<file path="config.mk">
export PLATFORM = sky130hd
export DESIGN_NAME = free_list
export DESIGN_NICKNAME = d
export VERILOG_FILES = /design/src/rtl/free_list.sv
export SDC_FILE = /design/constraint.sdc
export NUM_CORES = 1
export LEC_CHECK = 0
export ABC_AREA = 0
export ABC_CLOCK_PERIOD_IN_PS = 13900
export CAP_MARGIN = 15
export CORE_MARGIN = 2
export CORE_UTILIZATION = 29
export CTS_BUF_LIST = sky130_fd_sc_hd__clkbuf_2 sky130_fd_sc_hd__clkbuf_4 sky130_fd_sc_hd__clkbuf_8
export DETAILED_ROUTE_END_ITERATION = 10
export HOLD_SLACK_MARGIN = 0.15
export PLACE_DENSITY = 0.46
export SETUP_SLACK_MARGIN = 0.05
export SLEW_MARGIN = 20
export SYNTH_ARGS = -nofsm -noshare
export SYNTH_HDL_FRONTEND = slang
export SYNTH_SLANG_ARGS = --single-unit
</file>
<file path="constraint.sdc">
create_clock -name clk -period 13.9 [get_ports clk]
set_input_delay 1.39 -clock clk [delete_from_list [all_inputs] [get_ports clk]]
set_output_delay 1.39 -clock clk [all_outputs]
set_load 0.005 [all_outputs]
</file>
<file path="src/rtl/free_list.sv">
// Circular free list of physical register indices with per-branch head
// checkpoints for single-cycle mispredict recovery.
module free_list #(
    parameter int PHYS_REG_NUM = 64,
    parameter int ARCH_REG_NUM = 32,
    parameter int BRANCH_NUM   = 4,
    localparam int PW = $clog2(PHYS_REG_NUM),
    localparam int BW = $clog2(BRANCH_NUM)
) (
    input  logic          clk,
    input  logic          rst,
    input  logic          alloc_req,
    output logic          alloc_ready,
    output logic [PW-1:0] alloc_reg,
    input  logic          reclaim_valid,
    input  logic [PW-1:0] reclaim_reg,
    input  logic          checkpoint_valid,
    output logic [BW-1:0] checkpoint_id,
    output logic          checkpoint_full,
    input  logic          branch_done,
    input  logic          recover_valid,
    input  logic [BW-1:0] recover_id,
    output logic [PW:0]   free_count,
    output logic [PW-1:0] free_tail_pointer,
    output logic          err
);
    localparam int HW = PW + 1;
    localparam int LW = BW + 1;
    localparam logic [HW-1:0] FULL_CNT = HW'(PHYS_REG_NUM);
    localparam logic [LW-1:0] MAX_LIVE = LW'(BRANCH_NUM);

    logic [PW-1:0] ring [PHYS_REG_NUM];
    logic [HW-1:0] slot [BRANCH_NUM];
    logic [HW-1:0] head, tail, head_after;
    logic [BW-1:0] cp_wr, cp_rd, rd_eff, rec_off;
    logic [LW-1:0] cp_live, live_eff;
    logic          grant, reclaim_ok, done_ok, recover_ok, cp_ok;

    assign free_count        = tail - head;
    assign alloc_ready       = (free_count != '0);
    assign alloc_reg         = ring[head[PW-1:0]];
    assign free_tail_pointer = tail[PW-1:0];
    assign checkpoint_id     = cp_wr;
    assign checkpoint_full   = (cp_live == MAX_LIVE);

    // branch_done retires the oldest slot before recover_id is checked against the live window
    assign done_ok    = branch_done && (cp_live != '0);
    assign rd_eff     = cp_rd + BW'(done_ok);
    assign live_eff   = cp_live - LW'(done_ok);
    assign rec_off    = recover_id - rd_eff;
    assign recover_ok = recover_valid && ({1'b0, rec_off} < live_eff);

    assign grant      = alloc_req && alloc_ready && !recover_ok;
    assign reclaim_ok = reclaim_valid && (free_count != FULL_CNT);
    assign cp_ok      = checkpoint_valid && !checkpoint_full && !recover_ok;
    assign head_after = head + HW'(grant);

    always_ff @(posedge clk or posedge rst) begin
        if (rst) begin
            for (int i = 0; i < PHYS_REG_NUM; i++)
                ring[i] <= (i < PHYS_REG_NUM - ARCH_REG_NUM) ? PW'(ARCH_REG_NUM + i) : '0;
            for (int i = 0; i < BRANCH_NUM; i++)
                slot[i] <= '0;
            head    <= '0;
            tail    <= HW'(PHYS_REG_NUM - ARCH_REG_NUM);
            cp_wr   <= '0;
            cp_rd   <= '0;
            cp_live <= '0;
            err     <= 1'b0;
        end else begin
            if (reclaim_ok) begin
                ring[tail[PW-1:0]] <= reclaim_reg;
                tail               <= tail + HW'(1);
            end
            cp_rd <= rd_eff;
            if (recover_ok) begin
                head    <= slot[recover_id];
                cp_wr   <= recover_id + BW'(1);
                cp_live <= {1'b0, rec_off} + LW'(1);
            end else begin
                head <= head_after;
                if (cp_ok) begin
                    slot[cp_wr] <= head_after;
                    cp_wr       <= cp_wr + BW'(1);
                    cp_live     <= live_eff + LW'(1);
                end else begin
                    cp_live <= live_eff;
                end
            end
            if ((reclaim_valid && !reclaim_ok) ||
                (checkpoint_valid && checkpoint_full) ||
                (branch_done && !done_ok) ||
                (recover_valid && !recover_ok))
                err <= 1'b1;
        end
    end
endmodule

</file>
# Word level (Yosys, flattened, before mapping)
# Index checks and enable logic that the tools add are counted.
dict set report classes {
  n_reduce_logical 24
  bitwise 5
  n_lt_le_gt_ge 7
  eq_ne 2
  muxes 17
  n_addsub 10
}
# operator count
set op_table {}
lappend op_table {{$bwmux W384} 1}
lappend op_table {{$bmux W6 S6} 1}
lappend op_table {{$demux W6 S6} 1}
lappend op_table {{$bwmux W28} 1}
lappend op_table {{$mux W7} 4}
lappend op_table {{$mux W6} 3}
lappend op_table {{$bmux W7 S2} 1}
lappend op_table {{$demux W7 S2} 1}
lappend op_table {{$ge A7 B7 Y1 const B} 2}
lappend op_table {{$not A6 Y7} 2}
lappend op_table {{$logic_and A1 B1 Y1} 13}
lappend op_table {{$add A7 B1 Y7} 1}
lappend op_table {{$add A7 B1 Y7 const B} 1}
lappend op_table {{$lt A7 B1 Y1 const B} 1}
lappend op_table {{$ne A7 B7 Y1 const B} 1}
lappend op_table {{$reduce_bool A7 Y1} 1}
lappend op_table {{$sub A7 B7 Y7} 1}
lappend op_table {{$ge A3 B3 Y1 const B} 2}
lappend op_table {{$mux W3} 2}
lappend op_table {{$not A2 Y3} 2}
lappend op_table {{$add A2 B1 Y2 const B} 2}
lappend op_table {{$logic_not A1 Y1} 4}
lappend op_table {{$mux W2} 2}
lappend op_table {{$add A2 B1 Y3 const B} 1}
lappend op_table {{12 further kinds} 14}
dict set report word_totals {
  out_inout_bits 24
  reg_bits 434
}

# Depth between registers and ports, before layout
# Gate-level depths: netlist (run 1).
dict set report logic_depth {
  depth_word 10
  mapped_depth 18
  mapped_depth_nobuf 16
}

# Least setup slack after synthesis (run 1)
# OpenSTA, ideal clock, no wires.
dict set report synth_path {
  path_type {in2reg}
  from {input recover_id[0]}
  to {register slot[13] (netlist name)}
  path_stages 15
  t_arrival_ns 4.279
  setup_ns 0.136
  path_slack_ns 9.485
  path_cell_list {clkbuf_1 > inv_1 > ha_1 > xnor2_1 > xnor2_1 > ha_1 > a21oi_1 > o21ai_1 > and3_1 > ha_1 > ha_1 > nand3_1 > nor3_1 > xnor2_1 > o21ai_0}
}
dict set report synth_via {
  elab_chain_cells 7
  elab_cells_between_ends 10
}
# element line_no
set synth_lines {}
lappend synth_lines {{from (decl)} 22} ;# input logic [BW-1:0] recover_id,
lappend synth_lines {{$sub A2 B2 Y2 *} 50} ;# assign rec_off = recover_id - rd_eff;
lappend synth_lines {{$lt A2 B3 Y1 *} 51} ;# assign recover_ok = recover_valid && ({1'b0, rec_off} < live_eff);
lappend synth_lines {{$logic_and A1 B1 Y1 *} 51}
lappend synth_lines {{$logic_not A1 Y1} {53, 55}}
lappend synth_lines {{$logic_and A1 B1 Y1} 53} ;# assign grant = alloc_req && alloc_ready && !recover_ok;
lappend synth_lines {{$add A7 B1 Y7} 56} ;# assign head_after = head + HW'(grant);
lappend synth_lines {{$bwmux W28} 83} ;# slot[cp_wr] <= head_after;
lappend synth_lines {{to (signal, indexed assignment)} 83}
lappend synth_lines {{to (decl)} 33} ;# logic [HW-1:0] slot [BRANCH_NUM];
# Mark *: on every way between the ends. The rest lies on a longest branch, timed or not.
# A chain may end at the register's enable or synchronous reset.

# Final worst setup path (run 1)
dict set report layout_path {
  from {register head[0]}
  to {output alloc_reg[2]}
}
dict set report layout_via {
  elab_chain_cells 4
}
# element line_no
set layout_lines {}
lappend layout_lines {{from (decl)} 34} ;# logic [HW-1:0] head, tail, head_after;
lappend layout_lines {{from (signal assigned)} 77} ;# head <= slot[recover_id];
lappend layout_lines {{from (signal assigned)} 81} ;# head <= head_after;
lappend layout_lines {{$not A6 Y7 (implied by the code)} 41} ;# assign alloc_reg = ring[head[PW-1:0]];
lappend layout_lines {{$bmux W6 S6} 41}
lappend layout_lines {{$mux W6 (implied by the code) (2 in series)} 41}
lappend layout_lines {{to (decl)} 14} ;# output logic [PW-1:0] alloc_reg,
# Every way passes these cells. The select of a mux whose other input is x is not followed.

==> results_tabular.tex, run 1 <==
\begin{tabular}{lr}
\hline
Metric & Value \\
\hline
\multicolumn{2}{l}{\textbf{Run status}} \\
\quad Run status & complete, no violations \\
\multicolumn{2}{l}{\textbf{Drt}} \\
\quad Drt via density & $\sim$5 \\
\quad Avg WL per Cell & 23.1 um \\
\quad Number of remaining DRC errors & 0 \\
\quad Number of optimization iterations in the first detailed-route pass & 4 \\
\quad ANT nets after route & 0 \\
\quad Iter 0 DRT Violations & between 800 and 900 \\
\quad Via count & 12627 \\
\quad Total wire length & around 59000 um \\
\multicolumn{2}{l}{\textbf{Worst setup path}} \\
\quad Arr. time, crit path & 5590 ps \\
\quad Type of destination of the critical path & primary output \\
\quad Longest individual stage delay on the worst path & 910 ps \\
\quad Setup CP Type & register to primary output \\
\quad Worst EP required & 12510 ps \\
\quad Critical-path maximum fanout & 44 \\
\quad Cells along the critical path & buf\_4 -> buf\_4 -> mux4\_2 -> mux4\_2 -> mux2i\_1 -> o21ai\_0 -> clkdlybuf4s50\_1 \\
\quad Startpoint kind of the worst setup timing path & register \\
\quad Slowest cell on the critical path & dfrtp\_4 \\
\multicolumn{2}{l}{\textbf{Logic synthesis}} \\
\quad Yosys synthesis warning count & 0 \\
\quad Sequential area share after synthesis & around half \\
\quad Synth cell types & 66 \\
\quad Share of flip-flops with an asynchronous set or reset after synthesis & 100\% \\
\quad Leading register cell type out of synthesis & dfrtp\_1 \\
\quad Post-synthesis sequential element count & 434 \\
\quad Synthesized Nets & 1518 \\
\quad Gate count of the mapped netlist & $\sim$1500 \\
\quad Synth Area per Inst & 14.8 sq um \\
\quad Synthesized cell area & 0.0220 sq mm \\
\quad Count of flip-flops with a built-in enable after synthesis & 0 \\
\multicolumn{2}{l}{\textbf{Layout}} \\
\quad Design Area, Final & 0.0249 sq mm \\
\quad Post-Layout Cell Count & 2546 \\
\quad Commonest cells after routing, fill and taps aside & 349 x mux2\_2, 319 x dfrtp\_1, 113 x dfstp\_2, 102 x clkbuf\_8, 94 x mux4\_2 \\
\quad Commonest non-fill, non-tap cell in the layout & mux2\_2 \\
\quad Core utilization of the finished layout & 33.3\% \\
\quad Area of combinational cells with multiple inputs & 0.0103 sq mm \\
\quad Fraction of final layout cells sized beyond drive strength 1 & 54.4\% \\
\quad Register area & $\sim$0.011 sq mm \\
\quad Number of nets in the finished design & 1546 \\
\quad Area added between synthesis and finish & 13.3\% \\
\quad Filler instances & about 7000 \\
\multicolumn{2}{l}{\textbf{Die}} \\
\quad Floorplan Core Area & 0.0747 sq mm \\
\quad Number of top-level design ports & 39 \\
\quad Die outline height & 279 um \\
\quad Row Count & 100 \\
\quad Initial Util & 29.4\% \\
\quad Die area & 0.0780 sq mm \\
\quad X dimension of the die & approximately 280 um \\
\multicolumn{2}{l}{\textbf{Power}} \\
\quad Leakage power & roughly 10 nW \\
\quad Maximum resistive drop on vdd & 260 uV \\
\quad Total power & between 5 and 6 mW \\
\quad Cell area power density & between 200 and 250 mW/mm\^{}2 \\
\multicolumn{2}{l}{\textbf{Timing}} \\
\quad Min Tclk post-route & 6980 ps \\
\quad Final TNS setup & 0 ps \\
\quad Setup repair after global routing missed its margin & no \\
\quad Slew at the pin closest to its max-slew limit & 1210 ps \\
\quad Maximum operating frequency & 143 MHz \\
\quad Final setup vio count & 0 \\
\quad Post-route worst hold slack & 476 ps \\
\quad Crit share post-route & 50.2\% \\
\quad Setup WS post-layout & 6920 ps \\
\quad Headroom to the max-slew limit & 19.1\% \\
\quad Max Slew Vio Count & 0 \\
\quad Clock Skews & 26.6 ps \\
\quad Final hold violation count & 0 \\
\multicolumn{2}{l}{\textbf{Clock tree}} \\
\quad Deepest clock path buffer count & 3 \\
\quad CTS tree & yes \\
\quad Clock slew at reported path FFs & 60 ps \\
\quad Count of instances resized after the clock tree is built & 0 \\
\quad Clk root buf & clkbuf\_8 \\
\quad \# hold bufs at CTS & 0 \\
\quad Setup Buffers After CTS & 0 \\
\quad Num Clock Sinks & $\sim$430 \\
\quad Num CTS Buffers & 80 \\
\quad Level count of the clock H-tree & 3 \\
\quad Clock latency on the worst-skew pair & 660 ps \\
\multicolumn{2}{l}{\textbf{Place}} \\
\quad Routability congestion estimate & 0.740 \\
\quad Half-perimeter wire length after placement & 36100 um \\
\quad Post-Place Cell Area & $\sim$0.023 sq mm \\
\quad IO Port Bufs & 38 \\
\quad Setup Slack @ Placement & 7520 ps \\
\quad Cells after DPL & 2400 \\
\multicolumn{2}{l}{\textbf{Global route}} \\
\quad Antenna violations before repair & 1 \\
\quad Maximum number of pins on one net before global-route repair & about 100 \\
\quad Total routing usage reported by global routing & between 10\% and 20\% \\
\quad Wire length of the first global-routing pass & 89900 um \\
\quad Final global-route overflow total & 0 \\
\quad Via count of the first global-routing pass & between 10000 and 15000 \\
\multicolumn{2}{l}{\textbf{Worst hold path}} \\
\quad Kind of path behind the tightest hold check & register to register \\
\multicolumn{2}{l}{\textbf{Job}} \\
\quad Max-cap check violation count & 0 \\
\hline
\end{tabular}
## cells by family (layout without fill, tap and decap cells)
| logic type | count (synthesis) | in the layout | synth area share [%] |
|---|---|---|---|
| multiplexers | 535 | 535 | 32.7 |
| flip-flops | 434 | 434 | 50.1 |
| AO/OA/AOI/OAI | 176 | 176 | 8.46 |
| AND/OR/NAND/NOR | 164 | 164 | 3.43 |
| buffers and inverters | 136 | 226 | 3.34 |
| XOR/XNOR | 24 | 24 | 0.957 |
| adder cells (fa/ha/maj) | 17 | 17 | 1.00 |
| other | 0 | 1 | 0 |
## routing by layer
metal / up-vias / global-route usage, % / share of wire [%]
met3: 78 / 3.68 / 4.6
met2: 243 / 23.8 / 46
met1: 6766 / 21.4 / 47
met4: 0 / 4.16 / 2.0
met5: - / 0 / 0
li1: 5540 / - / -
## critical path: cells and delay by family (launching register included)
family | cells | cell delay, ps
AOI/OAI and AO/OA | 1 | 320
muxes | 3 | 1480
buffers and inverters | 3 | 2140
DFF | 1 | 910
## state kept, by name, summed over array words and instances, names as in the netlist
| register | count |
|---|---|
| tail | 7 |
| head | 7 |
| err | 1 |
| checkpoint_id | 2 |
| cp_rd | 2 |
| slot | 28 |
| ring | 384 |
| cp_live | 3 |
## path summary, 6_finish.rpt
path,startpoint,to,slack [ps],depth (start not counted)
max in group asynchronous,rst,ring[363]$_DFFE_PP0P_,10340,4
min reg2reg,cp_rd[1]$_DFF_PP0_,cp_rd[1]$_DFF_PP0_,480,1
min in group asynchronous,rst,cp_live[0]$_DFF_PP0_,1210,2
max reg2reg,head[5]$_DFF_PP0_,ring[108]$_DFFE_PP0P_,7900,10
max,head[0]$_DFF_PP0_,alloc_reg[2],6920,7
min,cp_rd[1]$_DFF_PP0_,cp_rd[1]$_DFF_PP0_,480,1
## final cells by class
cell class,count,share of cell area (%)
Clock inverter,8,0.407
Clock buffer,136,6.66
Tap cell,969,4.87
Timing Repair Buffer,62,2.22
Sequential cell,434,44.2
Inverter,20,0.332
Multi-Input combinational cell,916,41.3
Antenna cell,1,0.0100
## cell usage after synthesis, types with 15 or more instances
library cell,instances,area share (%)
a211oi_4,15,1.4
a21oi_1,31,0.71
a21oi_4,47,3.5
buf_2,17,0.39
clkbuf_1,60,1.0
dfrtp_1,321,37
dfstp_2,113,14
ha_1,16,0.91
inv_1,18,0.31
mux2_2,349,18
mux2_4,45,3.1
mux2i_1,45,2.0
mux4_2,94,9.6
nand2_1,84,1.4
nor2_1,29,0.50
o21ai_0,26,0.59
## where the power goes
part	leakage, nW	total [mW]	internal, mW	switching (mW)
combinational	4.02	2.34	1.04	1.30
clock	0.931	1.33	0.785	0.548
sequential	5.46	2.12	1.79	0.329
No activity file was read; power rests on OpenSTA's default activity.
==> run 2, diff against run 1 <==
ABC_CLOCK_PERIOD_IN_PS = 7220   (was 13900)
PLACE_DENSITY = 0.44   (was 0.46)
clock period = 7.22 ns   (was 13.9 ns; I/O delays follow)
==> results_tabular.tex, run 2 (synthesized netlist as in run 1, its figures left out) <==
\begin{tabular}{lr}
\hline
Metric & Value \\
\hline
\multicolumn{2}{l}{\textbf{Layout}} \\
\quad Number of nets in the finished design & 1552 (+0.39\%) \\
\quad Largest Register & ring \\
\quad Area added between synthesis and finish & 13.5\% \\
\quad Largest registers & ring: 384 flops, slot: 28 flops \\
\quad Flip-flop count of the largest register, all copies and words added & 384 (unchanged) \\
\quad Commonest cells after routing, fill and taps aside & 349 x mux2\_2, 319 x dfrtp\_1, 113 x dfstp\_2, 97 x clkbuf\_8, 94 x mux4\_2 \\
\quad Filler instances & 7270 (+0.96\%) \\
\quad Fraction of final layout cells sized beyond drive strength 1 & 54.7\% (+0.28 points) \\
\quad Design Area, Final & 0.0249 sq mm (+0.17\%) \\
\quad Core utilization of the finished layout & 33.4\% (+0.057 points) \\
\quad Commonest non-fill, non-tap cell in the layout & mux2\_2 \\
\quad Post-Layout Cell Count & 2559 (+0.51\%) \\
\multicolumn{2}{l}{\textbf{Drt}} \\
\quad Total wire length & 59300 um (+0.97\%) \\
\quad ANT nets after route & 0 (unchanged) \\
\quad Via count & 12582 (-0.36\%) \\
\quad Number of remaining DRC errors & 0 (unchanged) \\
\quad Drt via density & 4.92 (-0.86\%) \\
\quad Number of optimization iterations in the first detailed-route pass & 5 (+1) \\
\quad Iter 0 DRT Violations & 592 (-28\%) \\
\quad Avg WL per Cell & 23.2 um (+0.46\%) \\
\multicolumn{2}{l}{\textbf{Power}} \\
\quad Power share of the combinational group & 40.5\% (+0.2 points) \\
\quad Cell area power density & 449 mW/mm\^{}2 (+93\%) \\
\quad Maximum resistive drop on vdd & 614 uV (+140\%) \\
\quad Total power & 11.2 mW (+93\%) \\
\quad Reg power frac & 36.8\% (about the same) \\
\quad Switching power summed over all nets & 4.25 mW (+95\%) \\
\quad Clock power frac & 22.7\% (-0.3 points) \\
\quad Switching portion of total power & 37.9\% (+0.43 points) \\
\quad Internal portion of total power & 6.95 mW (+92\%) \\
\quad Leakage power & 10.5 nW (+0.37\%) \\
\multicolumn{2}{l}{\textbf{Clock tree}} \\
\quad Deepest clock path buffer count & 3 (unchanged) \\
\quad Num CTS Buffers & 82 (+2.5\%) \\
\quad Setup Buffers After CTS & 0 (unchanged) \\
\quad Clk root buf & clkbuf\_8 \\
\quad Clock latency on the worst-skew pair & 690 ps (+30 ps) \\
\quad Count of instances resized after the clock tree is built & 0 (unchanged) \\
\quad \# hold bufs at CTS & 0 (unchanged) \\
\quad CTS tree & yes \\
\quad Clock slew at reported path FFs & 60 ps (about the same) \\
\quad Level count of the clock H-tree & 3 (unchanged) \\
\quad Num Clock Sinks & 434 (unchanged) \\
\multicolumn{2}{l}{\textbf{Worst setup path}} \\
\quad Worst R2R Setup Slack & 2180 ps (-5720 ps) \\
\quad Worst EP required & 6500 ps (-6010 ps) \\
\quad Setup CP Type & register to primary output \\
\quad Arr. time, crit path & 4870 ps (-720 ps) \\
\quad Type of destination of the critical path & primary output \\
\quad R2r worst-path depth & 9 (-1) \\
\quad Worst reg2reg path endpoint & ring[314]\$\_DFFE\_PP0P\_ \\
\quad Startpoint kind of the worst setup timing path & register \\
\quad Startpoint of the worst register-to-register path & head[3]\$\_DFF\_PP0\_ \\
\quad Critical-path maximum fanout & 53 (+20\%) \\
\multicolumn{2}{l}{\textbf{Timing}} \\
\quad Min Tclk post-route & 5590 ps \\
\quad Headroom to the max-slew limit & 29.4\% (+10 points) \\
\quad Final TNS setup & 0 ps (unchanged) \\
\quad Setup WS post-layout & 1630 ps (-5280 ps) \\
\quad Final setup vio count & 0 (unchanged) \\
\quad Crit share post-route & 77.4\% \\
\quad Slew at the pin closest to its max-slew limit & 1050 ps (-156 ps) \\
\quad Post-route worst hold slack & 375 ps (-101 ps) \\
\quad Max Slew Vio Count & 0 (unchanged) \\
\quad Clock Skews & 49.5 ps (+22.9 ps) \\
\quad Maximum operating frequency & about 180 MHz \\
\quad Setup repair after global routing missed its margin & no \\
\quad Final hold violation count & 0 (unchanged) \\
\multicolumn{2}{l}{\textbf{Place}} \\
\quad Setup Slack @ Placement & 2230 ps (-5290 ps) \\
\quad Half-perimeter wire length after placement & 36700 um (+1.5\%) \\
\quad Cells after DPL & 2405 (+0.21\%) \\
\quad IO Port Bufs & 38 (unchanged) \\
\quad Post-Place Cell Area & 0.0232 sq mm (+0.37\%) \\
\quad Routability congestion estimate & 0.764 (+3.3\%) \\
\multicolumn{2}{l}{\textbf{Die}} \\
\quad Initial Util & 29.4\% (unchanged) \\
\quad X dimension of the die & 279 um (unchanged) \\
\quad Die outline height & 279 um (unchanged) \\
\quad Die area & 0.0780 sq mm (unchanged) \\
\quad Floorplan Core Area & 0.0747 sq mm (unchanged) \\
\quad Number of top-level design ports & 39 (unchanged) \\
\quad Row Count & 100 (unchanged) \\
\multicolumn{2}{l}{\textbf{Global route}} \\
\quad Antenna violations before repair & 1 (unchanged) \\
\quad Wire length of the first global-routing pass & 92300 um (+2.8\%) \\
\quad Final global-route overflow total & 0 (unchanged) \\
\quad Maximum number of pins on one net before global-route repair & 160 (+54\%) \\
\quad Total routing usage reported by global routing & 15.7\% (+0.38 points) \\
\quad Via count of the first global-routing pass & 13764 (+0.57\%) \\
\multicolumn{2}{l}{\textbf{Job}} \\
\quad Max-cap check violation count & 0 (unchanged) \\
\multicolumn{2}{l}{\textbf{Run status}} \\
\quad Run status & complete, no violations \\
\multicolumn{2}{l}{\textbf{Worst hold path}} \\
\quad Kind of path behind the tightest hold check & input port to asynchronous set/reset pin \\
\hline
\end{tabular}
## run 2: changes by cell type in the layout (fill, tap and decap cells not counted), moves of 2 or more
cell / previous run / this run
buf_12: 0 / 4
clkbuf_8: 102 / 97
bufinv_16: 2 / 0
nor2_2: 2 / 0
nor2_1: 27 / 29
clkbuf_4: 34 / 48
## run 2: cell type report
cell class              count  area [sq um]  area share (%)
inverters                  20          78.8           0.316
clock buffers             145          1700            6.80
flip-flops and latches    434         11000            44.1
diodes                      2          5.00          0.0201
clock inverters             7          51.3           0.206
multi-input cells         916         10300            41.2
repair buffers             66           611            2.45
well taps                 969          1210            4.86
## run 2: routing by layer
layer,wire (um),track usage (%)
met4,1740,5.96
met1,28600,22.0
met5,0,0
met2,26800,24.2
met3,2150,2.94
## run 2: how the worst max path moves through the flow
stage	from	endpoint	depth (start not counted)
final	head[3]$_DFF_PP0_	free_count[6]	7
after global routing	head[3]$_DFF_PP0_	free_count[6]	7
after CTS	head[3]$_DFF_PP0_	free_count[6]	7
after detailed placement	head[5]$_DFF_PP0_	slot[6]$_DFFE_PP0P_	14
after global placement	head[3]$_DFF_PP0_	ring[314]$_DFFE_PP0P_	9
after floorplan	rst	checkpoint_id[0]$_DFFE_PP0P_	1
## run 2: power groups by stage
| stage | Clock (mW) | Sequential [mW] | Combinational, mW |
|---|---|---|---|
| floorplan | 0 | 3.79 | 3.55 |
| global placement | 0 | 4.13 | 4.57 |
| detailed placement | 0 | 4.15 | 4.60 |
| CTS | 2.64 | 4.12 | 4.62 |
| global route | 2.77 | 4.25 | 4.89 |
| finish | 2.54 | 4.12 | 4.53 |
## run 2: critical path: stages, from the launching register on
cell	delay [ps]
dfrtp_1	980
inv_2	650
ha_1	560
a21oi_1	100
a21oi_1	190
mux2i_1	460
nand2_8	560
clkdlybuf4s50_1	640
==> RTL edit: new RTL, config.mk and constraints of run 2 <==
`BRANCH_NUM`: 4 -> 2.
--- a/src/rtl/free_list.sv
+++ b/src/rtl/free_list.sv
@@ -4,5 +4,5 @@
     parameter int PHYS_REG_NUM = 64,
     parameter int ARCH_REG_NUM = 32,
-    parameter int BRANCH_NUM   = 4,
+    parameter int BRANCH_NUM   = 2,
     localparam int PW = $clog2(PHYS_REG_NUM),
     localparam int BW = $clog2(BRANCH_NUM)
Ports: changed (resized checkpoint_id and recover_id); port bits go from 39 to 37. The function was not compared with the original's and may differ.
==> RTL edit against run 2 <==
Combinational power rose by 6.0%. Synthesized area fell by 7.8%. First-iteration DRC count rose by 100%. Sequential cell count fell by 17. Largest cell class unchanged. Setup slack improved by 0.29 ns. Final area fell by 6.0%. Critical endpoint is now alloc_ready. Utilization rose by 0.69 points. Fmax rose by 5.5%. Routed wire length rose by 14%. Total power fell by 0.43%. Clock skew fell by 0.021 ns.
==> RTL edit: results (changes against run 2) <==
outcome:
  status: "finished, final reports clean"
layout:
  reg.largest.list: "ring (384), slot (14)"
  nNetsFinal: 1560  # +0.52%
  drive_gt1_share_pct: 30.6  # -24 points
placement:
  portBuffers: 36  # -5.3%
  hpwl_um: 42300  # +15%
  globalplace.congestion: 0.790  # +3.4%
  dpl_cell_area_mm2: 0.0217  # -6.5%
drt:
  wl_met2_um: 30100  # +12%
  drt-pass1-iter-count: 6  # +1
  met3_length_um: 4400  # +100%
synth:
  synth_cell_types: 60  # -9.1%
critical_path:
  reg2reg_from: "head[4]$_DFF_PP0_"
  rrSetupSlack_ns: 2.47  # +0.29 ns
  slowest_delay_ns: 0.77  # -0.21 ns
global_route:
  grt_pass1_vias: 14700  # +6.7%
  antenna_found_initial: 3  # +2
  grt_pass1_wl_um: 101000  # +9.6%
  grt_max_degree: 165  # +3.1%
sta:
  timing.slew.headroom_pct: 30.9  # +1.5 points
worst_hold_path:
  hp-class: "register to register"
pwr:
  p_leak_uw: 0.0100  # -4.3%
  ir_drop_v: 0.000629  # +2.4%
cts:
  clock-sinks: 417  # -3.9%
  cts_made_buffers: 80  # -2.4%
## RTL edit: changes by cell type in the layout (fill, tap and decap cells not counted), sizes merged, moves of 16 or more
cell,delta
nor2,+16
nand2,-48
o2bb2ai,+24
mux2,-384
dfrtp,-17
o211ai,+63
a22o,+354
a21oi,-51
mux4,-27
nand3,+17
mux2i,+27
nor2b,+16
buf,+24
## RTL edit: layer usage
layer	up-vias	GRT usage (%)
met3	112	4.37
met2	496	28.4
met5	-	0
li1	6067	-
met4	2	6.89
met1	7507	27.0
## RTL edit: tightest hold or removal path: stages, from the launching register on
cell and delay (ns):
dfrtp_1 0.33, nand2_1 0.04, o21ai_0 0.05
## RTL edit: logic make-up (layout without fill, tap and decap cells)
group	Yosys count	in the layout	share of synthesized area [%]
AOI/OAI and AO/OA	594	594	27.0
DFF	417	417	52.2
buffers and inverters	170	258	4.05
muxes	151	151	11.7
and+or+nand+nor	150	150	3.50
xor gates and xnor gates	18	18	0.846
adders and majority gates	11	11	0.716
other	0	5	0
## RTL edit: final cells by class
type / count / area, um^2 / area share, %
antenna: 5 / 12.5 / 0.0533
clock buffer: 140 / 1660 / 7.07
clock inverter: 6 / 37.5 / 0.160
inverter: 18 / 72.6 / 0.309
multi-input combinational: 924 / 9010 / 38.4
sequential: 417 / 10600 / 45.1
tap: 931 / 1160 / 4.97
timing repair buffer: 94 / 913 / 3.89
## RTL edit: worst max-delay path by stage
stage | start | endpoint
final | head[4]$_DFF_PP0_ | alloc_ready
after global routing | head[4]$_DFF_PP0_ | alloc_ready
after CTS | head[4]$_DFF_PP0_ | alloc_ready
after detailed placement | head[4]$_DFF_PP0_ | slot[6]$_DFFE_PP0P_
after global placement | head[4]$_DFF_PP0_ | slot[6]$_DFFE_PP0P_
after floorplan | rst | checkpoint_id$_DFFE_PP0P_
## RTL edit: power by group
| group | total (uW) | internal, uW | switching, uW | leakage [uW] |
|---|---|---|---|---|
| Sequential | 3850 | 3250 | 605 | 0.00527 |
| Clock | 2490 | 1430 | 1060 | 0.000920 |
| Combinational | 4800 | 1790 | 3010 | 0.00381 |
## RTL edit: stage by stage
stage	hold WS, ns	util [%]	setup slack, ns	cells
3_5_place_dp	0.462	31.5	2.52	2382
4_1_cts	0.463	34.0	1.87	2528
5_1_grt	0.498	34.1	1.67	2533
2_1_floorplan	0.442	-	0.967	1511
6_report	0.468	34.1	1.92	2535
3_3_place_gp	0.455	31.4	2.62	2380
